==> config.mk <==
export PLATFORM = sky130hd
export DESIGN_NAME = pwm_compare_unit_16_bit
export DESIGN_NICKNAME = d
export VERILOG_FILES = /design/src/rtl/pwm_pkg.sv /design/src/rtl/pwm_duty_shadow_reg.sv /design/src/rtl/pwm_compare_unit_16_bit.sv
export SDC_FILE = /design/constraint.sdc
export NUM_CORES = 1
export LEC_CHECK = 0
export ABC_CLOCK_PERIOD_IN_PS = 3000
export CAP_MARGIN = 10
export CORE_MARGIN = 1.5
export CORE_UTILIZATION = 50
export DETAILED_ROUTE_END_ITERATION = 16
export GPL_ROUTABILITY_DRIVEN = 0
export PLACE_DENSITY = 0.78
export SYNTH_ARGS = -nofsm -noshare
export SYNTH_HDL_FRONTEND = slang
export SYNTH_SLANG_ARGS = --single-unit
==> constraint.sdc <==
create_clock -name Clk_In -period 3 [get_ports Clk_In]
set_clock_uncertainty 0.2 [all_clocks]
set_input_delay 0.6 -clock Clk_In [delete_from_list [all_inputs] [get_ports Clk_In]]
set_output_delay 0.6 -clock Clk_In [all_outputs]
set_load 0.02 [all_outputs]
==> src/rtl/pwm_pkg.sv <==
// Shared types and default constants for the PWM compare unit.
package pwm_pkg;

    localparam int unsigned DATA_WIDTH_DEFAULT = 16;
    localparam int unsigned RESET_DUTY_DEFAULT = 0;

    typedef enum logic [1:0] {
        S_IDLE    = 2'd0,
        S_RUN     = 2'd1,
        S_PENDING = 2'd2
    } pwm_state_t;

endpackage

==> src/rtl/pwm_duty_shadow_reg.sv <==
// Duty write handshake, shadow register and period-boundary transfer into the active duty.
module pwm_duty_shadow_reg
    import pwm_pkg::*;
#(
    parameter int unsigned DATA_WIDTH = DATA_WIDTH_DEFAULT,
    parameter int unsigned RESET_DUTY = RESET_DUTY_DEFAULT
) (
    input  logic                  clk_i,
    input  logic                  rst_i,
    input  logic [DATA_WIDTH-1:0] duty_value_i,
    input  logic                  duty_valid_i,
    input  logic                  direct_load_i,
    input  logic                  transfer_i,
    output logic                  duty_ready_o,
    output logic                  accept_c_o,
    output logic [DATA_WIDTH-1:0] eff_duty_c_o
);

    logic                  pending_q, pending_d;
    logic [DATA_WIDTH-1:0] shadow_q, shadow_d;
    logic [DATA_WIDTH-1:0] active_q, active_d;
    logic                  accept_c;

    assign accept_c     = duty_valid_i && !pending_q;
    assign accept_c_o   = accept_c;
    assign duty_ready_o = !pending_q;
    // A transferring cycle already compares against the incoming value, so count 0 of the new period is clean.
    assign eff_duty_c_o = transfer_i ? shadow_q : active_q;

    always_comb begin
        pending_d = pending_q;
        shadow_d  = shadow_q;
        active_d  = active_q;
        if (accept_c) begin
            shadow_d = duty_value_i;
            if (direct_load_i) begin
                active_d = duty_value_i;
            end else begin
                pending_d = 1'b1;
            end
        end
        if (transfer_i) begin
            active_d  = shadow_q;
            pending_d = 1'b0;
        end
    end

    always_ff @(posedge clk_i or posedge rst_i) begin
        if (rst_i) begin
            pending_q <= 1'b0;
            shadow_q  <= DATA_WIDTH'(RESET_DUTY);
            active_q  <= DATA_WIDTH'(RESET_DUTY);
        end else begin
            pending_q <= pending_d;
            shadow_q  <= shadow_d;
            active_q  <= active_d;
        end
    end

endmodule

==> src/rtl/pwm_compare_unit_16_bit.sv <==
// PWM generator driven by an external MOD counter: duty FSM, registered compare outputs and sticky period IRQ.
module pwm_compare_unit_16_bit
    import pwm_pkg::*;
#(
    parameter int unsigned DATA_WIDTH = DATA_WIDTH_DEFAULT,
    parameter int unsigned RESET_DUTY = RESET_DUTY_DEFAULT
) (
    input  logic                  Clk_In,
    input  logic                  Reset_In,
    input  logic                  Enable_In,
    input  logic [DATA_WIDTH-1:0] Counter_Count_In,
    input  logic                  Counter_Rollover_Flag_In,
    input  logic                  Counter_Running_Flag_In,
    input  logic                  Polarity_In,
    input  logic [DATA_WIDTH-1:0] Duty_Value_In,
    input  logic                  Duty_Write_Valid_In,
    output logic                  Duty_Write_Ready_Out,
    input  logic                  IRQ_Clear_In,
    output logic                  PWM_Out,
    output logic                  Compare_Match_Pulse_Out,
    output logic                  Period_Done_IRQ_Out
);

    pwm_state_t            state_q, state_d;
    logic                  transfer_c;
    logic                  accept_c;
    logic [DATA_WIDTH-1:0] eff_duty_c;
    logic                  match_c;
    logic                  pwm_q, pwm_d;
    logic                  pulse_q, pulse_d;
    logic                  irq_q, irq_d;

    pwm_duty_shadow_reg #(
        .DATA_WIDTH (DATA_WIDTH),
        .RESET_DUTY (RESET_DUTY)
    ) u_shadow (
        .clk_i         (Clk_In),
        .rst_i         (Reset_In),
        .duty_value_i  (Duty_Value_In),
        .duty_valid_i  (Duty_Write_Valid_In),
        .direct_load_i (state_q == S_IDLE),
        .transfer_i    (transfer_c),
        .duty_ready_o  (Duty_Write_Ready_Out),
        .accept_c_o    (accept_c),
        .eff_duty_c_o  (eff_duty_c)
    );

    // Duty-update FSM; a write during S_RUN waits in S_PENDING for the next period boundary.
    always_comb begin
        state_d    = state_q;
        transfer_c = 1'b0;
        case (state_q)
            S_IDLE: begin
                if (Counter_Running_Flag_In) state_d = S_RUN;
            end
            S_RUN: begin
                if (accept_c) begin
                    state_d = S_PENDING;
                end else if (!Counter_Running_Flag_In) begin
                    state_d = S_IDLE;
                end
            end
            S_PENDING: begin
                if (!Counter_Running_Flag_In) begin
                    transfer_c = 1'b1;
                    state_d    = S_IDLE;
                end else if (Counter_Rollover_Flag_In) begin
                    transfer_c = 1'b1;
                    state_d    = S_RUN;
                end
            end
            default: state_d = S_IDLE;
        endcase
    end

    assign match_c = Counter_Running_Flag_In && (Counter_Count_In < eff_duty_c);

    always_comb begin
        pwm_d   = Polarity_In;
        pulse_d = 1'b0;
        irq_d   = irq_q;
        if (Enable_In && Counter_Running_Flag_In) begin
            pwm_d   = match_c ^ Polarity_In;
            pulse_d = (Counter_Count_In == eff_duty_c) && (eff_duty_c != '0);
        end
        // Set takes priority over a simultaneous clear.
        if (Enable_In && Counter_Rollover_Flag_In) begin
            irq_d = 1'b1;
        end else if (IRQ_Clear_In) begin
            irq_d = 1'b0;
        end
    end

    always_ff @(posedge Clk_In or posedge Reset_In) begin
        if (Reset_In) begin
            state_q <= S_IDLE;
            pwm_q   <= 1'b0;
            pulse_q <= 1'b0;
            irq_q   <= 1'b0;
        end else begin
            state_q <= state_d;
            pwm_q   <= pwm_d;
            pulse_q <= pulse_d;
            irq_q   <= irq_d;
        end
    end

    assign PWM_Out                 = pwm_q;
    assign Compare_Match_Pulse_Out = pulse_q;
    assign Period_Done_IRQ_Out     = irq_q;

endmodule

# After elaboration in Yosys (flattened, before gate mapping)
# Index checks and enable logic that the tools add are counted.
[totals] register_bits=38 latch_bits=0 ramBits=0 rom_bits=0 inputBits=40 out_inout_bits=4 word_cells=50 memories=0
[op_classes] n_addsub=0 multipliers=0 div=0 order_cmp=1 eq_ne=7 shifts=0 muxes=20 bitwise_logic=1 reduce_logical=14
[ops] op="2-to-1 mux 16 bit" n=4
[ops] op="== test 16 bit" n=1
[ops] op="less-than comparator 16 bit" n=1
[ops] op="nonzero test 16 bit" n=1
[ops] op="2-to-1 mux 1 bit" n=10
[ops] op="2-to-1 mux 2 bit" n=5
[ops] op="inequality test 3 bit (second input constant)" n=2
[ops] op="case mux 2 bit (3 select lines)" n=1
[ops] op="nonzero test 2 bit" n=3
[ops] op="logical AND 1 bit" n=5
[ops] op="inequality test 2 bit (second input constant)" n=2
[ops] op="AND reduction 2 bit" n=2
[ops] op="AND reduction 3 bit" n=1
[ops] op="== test 2 x 1 -> 1 bit (second input constant)" n=1
[ops] op="== test 2 bit (second input constant)" n=1
[ops] op="logical NOT 2 bit" n=1
[ops] op="logical NOT 1 bit" n=1
[ops] op="XOR 1 bit" n=1

# Logic depth before layout (Yosys ltp)
[depth] ltp_word=8 ltp_mapped=10

# Hierarchy
# From an unflattened synthesis, not the netlist that was laid out.
[unflattened] cells_unflattened=227 area_unflattened_um2=2255.9
[modules_own_cells] mod="pwm_duty_shadow_reg" n_inst=1 cells_per_inst=146 area_each_um2=1610.3 seq_area_each_um2=825.8
[modules_own_cells] mod="pwm_compare_unit_16_bit" n_inst=1 cells_per_inst=81 area_each_um2=645.6 seq_area_each_um2=125.1

# Worst setup path before layout
# No wires, ideal clock.
[synth_path] path_type="input -> register" start="in Counter_Rollover_Flag_In" end="reg pwm_q (netlist: PWM_Out)" arrival_time_ns=2.265 t_required_ns=2.720 path_slack_ns=0.455 stages=10 path_buffers=1 cell_sequence="and2b_1 nor2_4 buf_6 mux2i_1 ha_1 nand4_1 nor3_1 o211ai_1 nand4_1 xnor2_1"
[synth_between] elab_chain_cells=8
[synth_lines] item="start: declaration" line_no="pwm_compare_unit_16_bit.sv:12" source="input logic Counter_Rollover_Flag_In,"
[synth_lines] item="2-to-1 mux 1 bit" line_no="pwm_compare_unit_16_bit.sv:67" source="end else if (Counter_Rollover_Flag_In) begin"
[synth_lines] item="2-to-1 mux 1 bit" line_no="pwm_compare_unit_16_bit.sv:64" source="if (!Counter_Running_Flag_In) begin"
[synth_lines] item="2-to-1 mux 1 bit" line_no="pwm_compare_unit_16_bit.sv:52" source="case (state_q)"
[synth_lines] item="2-to-1 mux 16 bit" line_no="pwm_duty_shadow_reg.sv:28" source="assign eff_duty_c_o = transfer_i ? shadow_q : active_q;"
[synth_lines] item="less-than comparator 16 bit" line_no="pwm_compare_unit_16_bit.sv:76" source="assign match_c = Counter_Running_Flag_In && (Counter_Count_In < eff_duty_c);"
[synth_lines] item="logical AND 1 bit" line_no="pwm_compare_unit_16_bit.sv:76"
[synth_lines] item="XOR 1 bit" line_no="pwm_compare_unit_16_bit.sv:83" source="pwm_d = match_c ^ Polarity_In;"
[synth_lines] item="2-to-1 mux 1 bit" line_no="pwm_compare_unit_16_bit.sv:82" source="if (Enable_In && Counter_Running_Flag_In) begin"
[synth_lines] item="named net pwm_d" line_no="pwm_compare_unit_16_bit.sv:29" source="logic pwm_q, pwm_d;"
[synth_lines] item="end signal: assignment" line_no="pwm_compare_unit_16_bit.sv:102" source="pwm_q <= pwm_d;"
[synth_lines] item="end: declaration" line_no="pwm_compare_unit_16_bit.sv:29"
# The timed path passes the listed nets, and every way through them passes these cells.
# A chain may end at the register's enable or synchronous reset.

# Worst setup path after layout
# Same ends and word-level chain as after synthesis.

==> run_results.csv <==
group,metric,value,unit
run_status,status,"finished, final reports clean",
setup_path,cpPeakStageDelay,0.48,ns
placed_design,numPortBuffers,43,
detailed_routing,dr.first_iter.drc_count,116,
final_layout,finalNonFillerCells,328,
final_layout,n_antenna_cell,0,
setup_path,crit_chain,"clkdlybuf4s50_1 > and2b_2 > nor2_4 > buf_12 > mux2i_1 > ha_1 > a21oi_1 > nor3_1 > nor4_1 > nand4_1 > xnor2_1",
global_route,antenna_found_initial,0,
synth,synth.distinct_cells,34,
detailed_routing,dr_total_vias,1856,
timing,fin_crit,2.89,ns
die,row_count,23,
detailed_routing,route.detailed.drc,0,
detailed_routing,ant_nets,0,
setup_path,crit_slowest_cell,"clkdlybuf4s50_1",
die,die_h,69.2,µm
synth,synth_top_cell_by_area,"dfrtp_1",
placed_design,dpl_worst_slack,-0.323,ns
die,die_area,4780,µm²
setup_path,critPathMaxFanout,5,
die,coreArea,4120,µm²
setup_path,crit_path_end_kind,"flip-flop",
global_route,grt_first_pass_wirelength,8.76,mm
global_route,grt_usage,0.230,
synth,synth.top_cells.by_area,"dfrtp_1 (43%), ha_1 (9.1%), mux2_2 (8.2%)",
detailed_routing,wire_per_inst,16.0,µm
setup_path,critPathLaunch,"Counter_Rollover_Flag_In",
synth,syn_avg_cell_area,10.2,µm²
setup_path,worstPathArrival,2.87,ns
timing,setup_viol,0,
cts,insertion_delay,0.29,ns
timing,hold_viol,0,
die,die_x,69.2,µm
timing,slew_viol_final,0,
power_and_ir_drop,vdd_drop_max,0.435,mV
timing,worstMarginPinSlew,0.486,ns
global_route,grt_pass1_vias,1854,
hold_path,min_path_type,"flip-flop to flip-flop",
hold_path,hp-start,"u_shadow.active_q[4]",
synth,synthAdderAreaFrac,0.0915,
die,io_pins,44,
synth,synth_top_cell_area_share,0.435,
run,drv_cap,0,
synth,synth.cell_area,2190,µm²
synth,synth_mux_area_frac,0.128,
placed_design,place_inst,315,
cts,ctsRootBufferMaster,"clkbuf_8",
global_route,use_met2,0.357,
timing,whs,0.277,ns
timing,max_slew_margin,0.676,
setup_path,crit_path_start_kind,"primary input",
cts,hold_buffers,0,
global_route,grt_start_max_net_pins,39,
synth,syn_inst,215,
global_route,use_met1,0.317,
timing,max_freq,346,MHz
synth,synth_compound_area_frac,0.126,
placed_design,hpwlAfterDp,3.74,mm
synth,synth_top_family_by_area,"simple AND/OR/NAND/NOR gates",
setup_path,required,2.99,ns
cts,cts_max_level,2,
final_layout,fin_area,2970,µm²
synth,synth_nets,271,
setup_path,cp_num_buf_inv,2,
final_layout,area_growth_syn_to_layout,35.5,%
setup_path,worstSetupPathType,"primary input to flip-flop",
final_layout,drive_gt1_frac,0.198,
power_and_ir_drop,p_leak,1.30,nW
detailed_routing,drt_first_pass_iters,4,
placed_design,place_area,2750,µm²
detailed_routing,routed_via_density,5.66,
power_and_ir_drop,p_per_area,710,nW/µm²
global_route,gr-total-overflow,0,
synth,synthSimpleGateAreaFrac,0.186,
cts,cts.sinks,38,
detailed_routing,wl,5.25,mm
global_route,grt_util_met3,0.0482,
cts,cts_buffer_depth,2,
final_layout,layout.nets,333,
die,initial_core_util,0.532,
cts,cts_tree,"yes",
synth,ys_ff_latch,38,
cts,clk_pin_slew_worst_paths,0.08,ns
timing,setup_ws,0.112,ns
power_and_ir_drop,total_power,0.00211,W
setup_path,reg2reg_from,"state_q[1]",
synth,synth_xor_area_frac,0.00400,
timing,timing.final.crit_share,0.963,
synth,synth_warnings,0,
synth,synth-seq-area-share,0.435,
setup_path,crit_family,"simple AND/OR/NAND/NOR gates",
cts,cts_buffers,5,
global_route,top_usage_layer,"met2",
## final timing paths
kind	depth (start not counted)	end	slack, ns
worst min register to register	2	u_shadow.active_q[4]	0.28
worst min-delay path	2	u_shadow.active_q[4]	0.28
max in group asynchronous	3	u_shadow.shadow_q[7]	1.74
min in group asynchronous	3	u_shadow.active_q[7]	0.53
worst max register to register	10	PWM_Out	0.43
worst max-delay path	11	PWM_Out	0.11
## Yosys cell counts (all sizes together)
master,count
a21o,1
a21oi,6
a22oi,8
a31oi,1
and2,7
and2b,1
and4,2
buf,6
clkbuf,2
clkinv,1
dfrtp,38
ha,16
inv,5
mux2,16
mux2i,10
nand2,37
nand2b,1
nand3,7
nand3b,1
nand4,7
nor2,6
nor2b,4
nor3,2
nor3b,1
nor4,2
o2111ai,8
o211a,1
o211ai,1
o21ai,15
o22a,1
xnor2,1
## timing repair
action                                  CTS  global route
endpoints found under the setup margin    1             2
resized for setup                         5             3
buffers inserted                          0             5
cloned                                    0             0
pin swaps                                 1             2
## routing by layer
layer | vias up | routed length, µm
li1 | 912 | -
met1 | 859 | 2400
met2 | 77 | 2380
met3 | 8 | 368
met4 | 0 | 102
met5 | - | 0
## layout by cell type, fill, tap and decap left out, drive strengths merged, types with 2 or more instances in the layout
cell,netlist,routed
a21oi,6,6
a22oi,8,8
and2,7,7
and4,2,2
buf,6,20
bufinv,0,2
clkbuf,2,5
clkdlybuf4s50,0,42
clkinv,1,2
dfrtp,38,38
ha,16,16
inv,5,5
mux2,16,16
mux2i,10,10
nand2,37,37
nand3,7,7
nand4,7,7
nor2,6,6
nor2b,4,4
nor3,2,2
nor4,2,2
o2111ai,8,8
o21ai,15,15
## stage by stage
step,setup TNS [ns],utilization
2_1_floorplan,0,-
3_3_place_gp,-0.324,0.668
3_5_place_dp,-0.487,0.668
4_1_cts,0,0.706
5_1_grt,-0.0167,0.721
6_report,0,0.721
## cell families after synthesis
logic type,after synthesis
simple gates,78
compound gates,42
flops,38
mux,26
fa+ha+maj,16
buf+inv,14
xor+xnor,1
## worst reg2reg max path, stage by stage, from the launching register on
cell and delay, ns:
dfrtp_1 0.55, nand2b_4 0.15, nor2_4 0.16, buf_12 0.13, mux2i_1 0.27, ha_1 0.29
a21oi_1 0.18, nor3_1 0.07, nor4_1 0.16, nand4_1 0.14, xnor2_1 0.16
## report_power, final
| part | leakage, nW | internal, W | switching, W |
|---|---|---|---|
| sequential | 0.460 | 0.000732 | 0.000146 |
| combinational | 0.772 | 0.000368 | 0.000335 |
| clock | 0.0683 | 0.000333 | 0.000192 |
| total | 1.30 | 0.00143 | 0.000673 |
## area by class of cell
type                    instances  area, µm²
clock inverters                 3       68.8
clock buffers                   5       68.8
flip-flops and latches         38        951
fillers                       328       1150
inverters                       6       22.5
multi-input cells             163       1200
repair buffers                 63        596
well taps                      50       62.6
## state kept, by name, indices dropped and copies added, names as in the netlist
| register | cells |
|---|---|
| u_shadow.active_q | 16 |
| u_shadow.shadow_q | 16 |
| state_q | 2 |
| Compare_Match_Pulse_Out | 1 |
| PWM_Out | 1 |
| Period_Done_IRQ_Out | 1 |
| u_shadow.pending_q | 1 |
No activity file was read; power rests on OpenSTA's default activity.
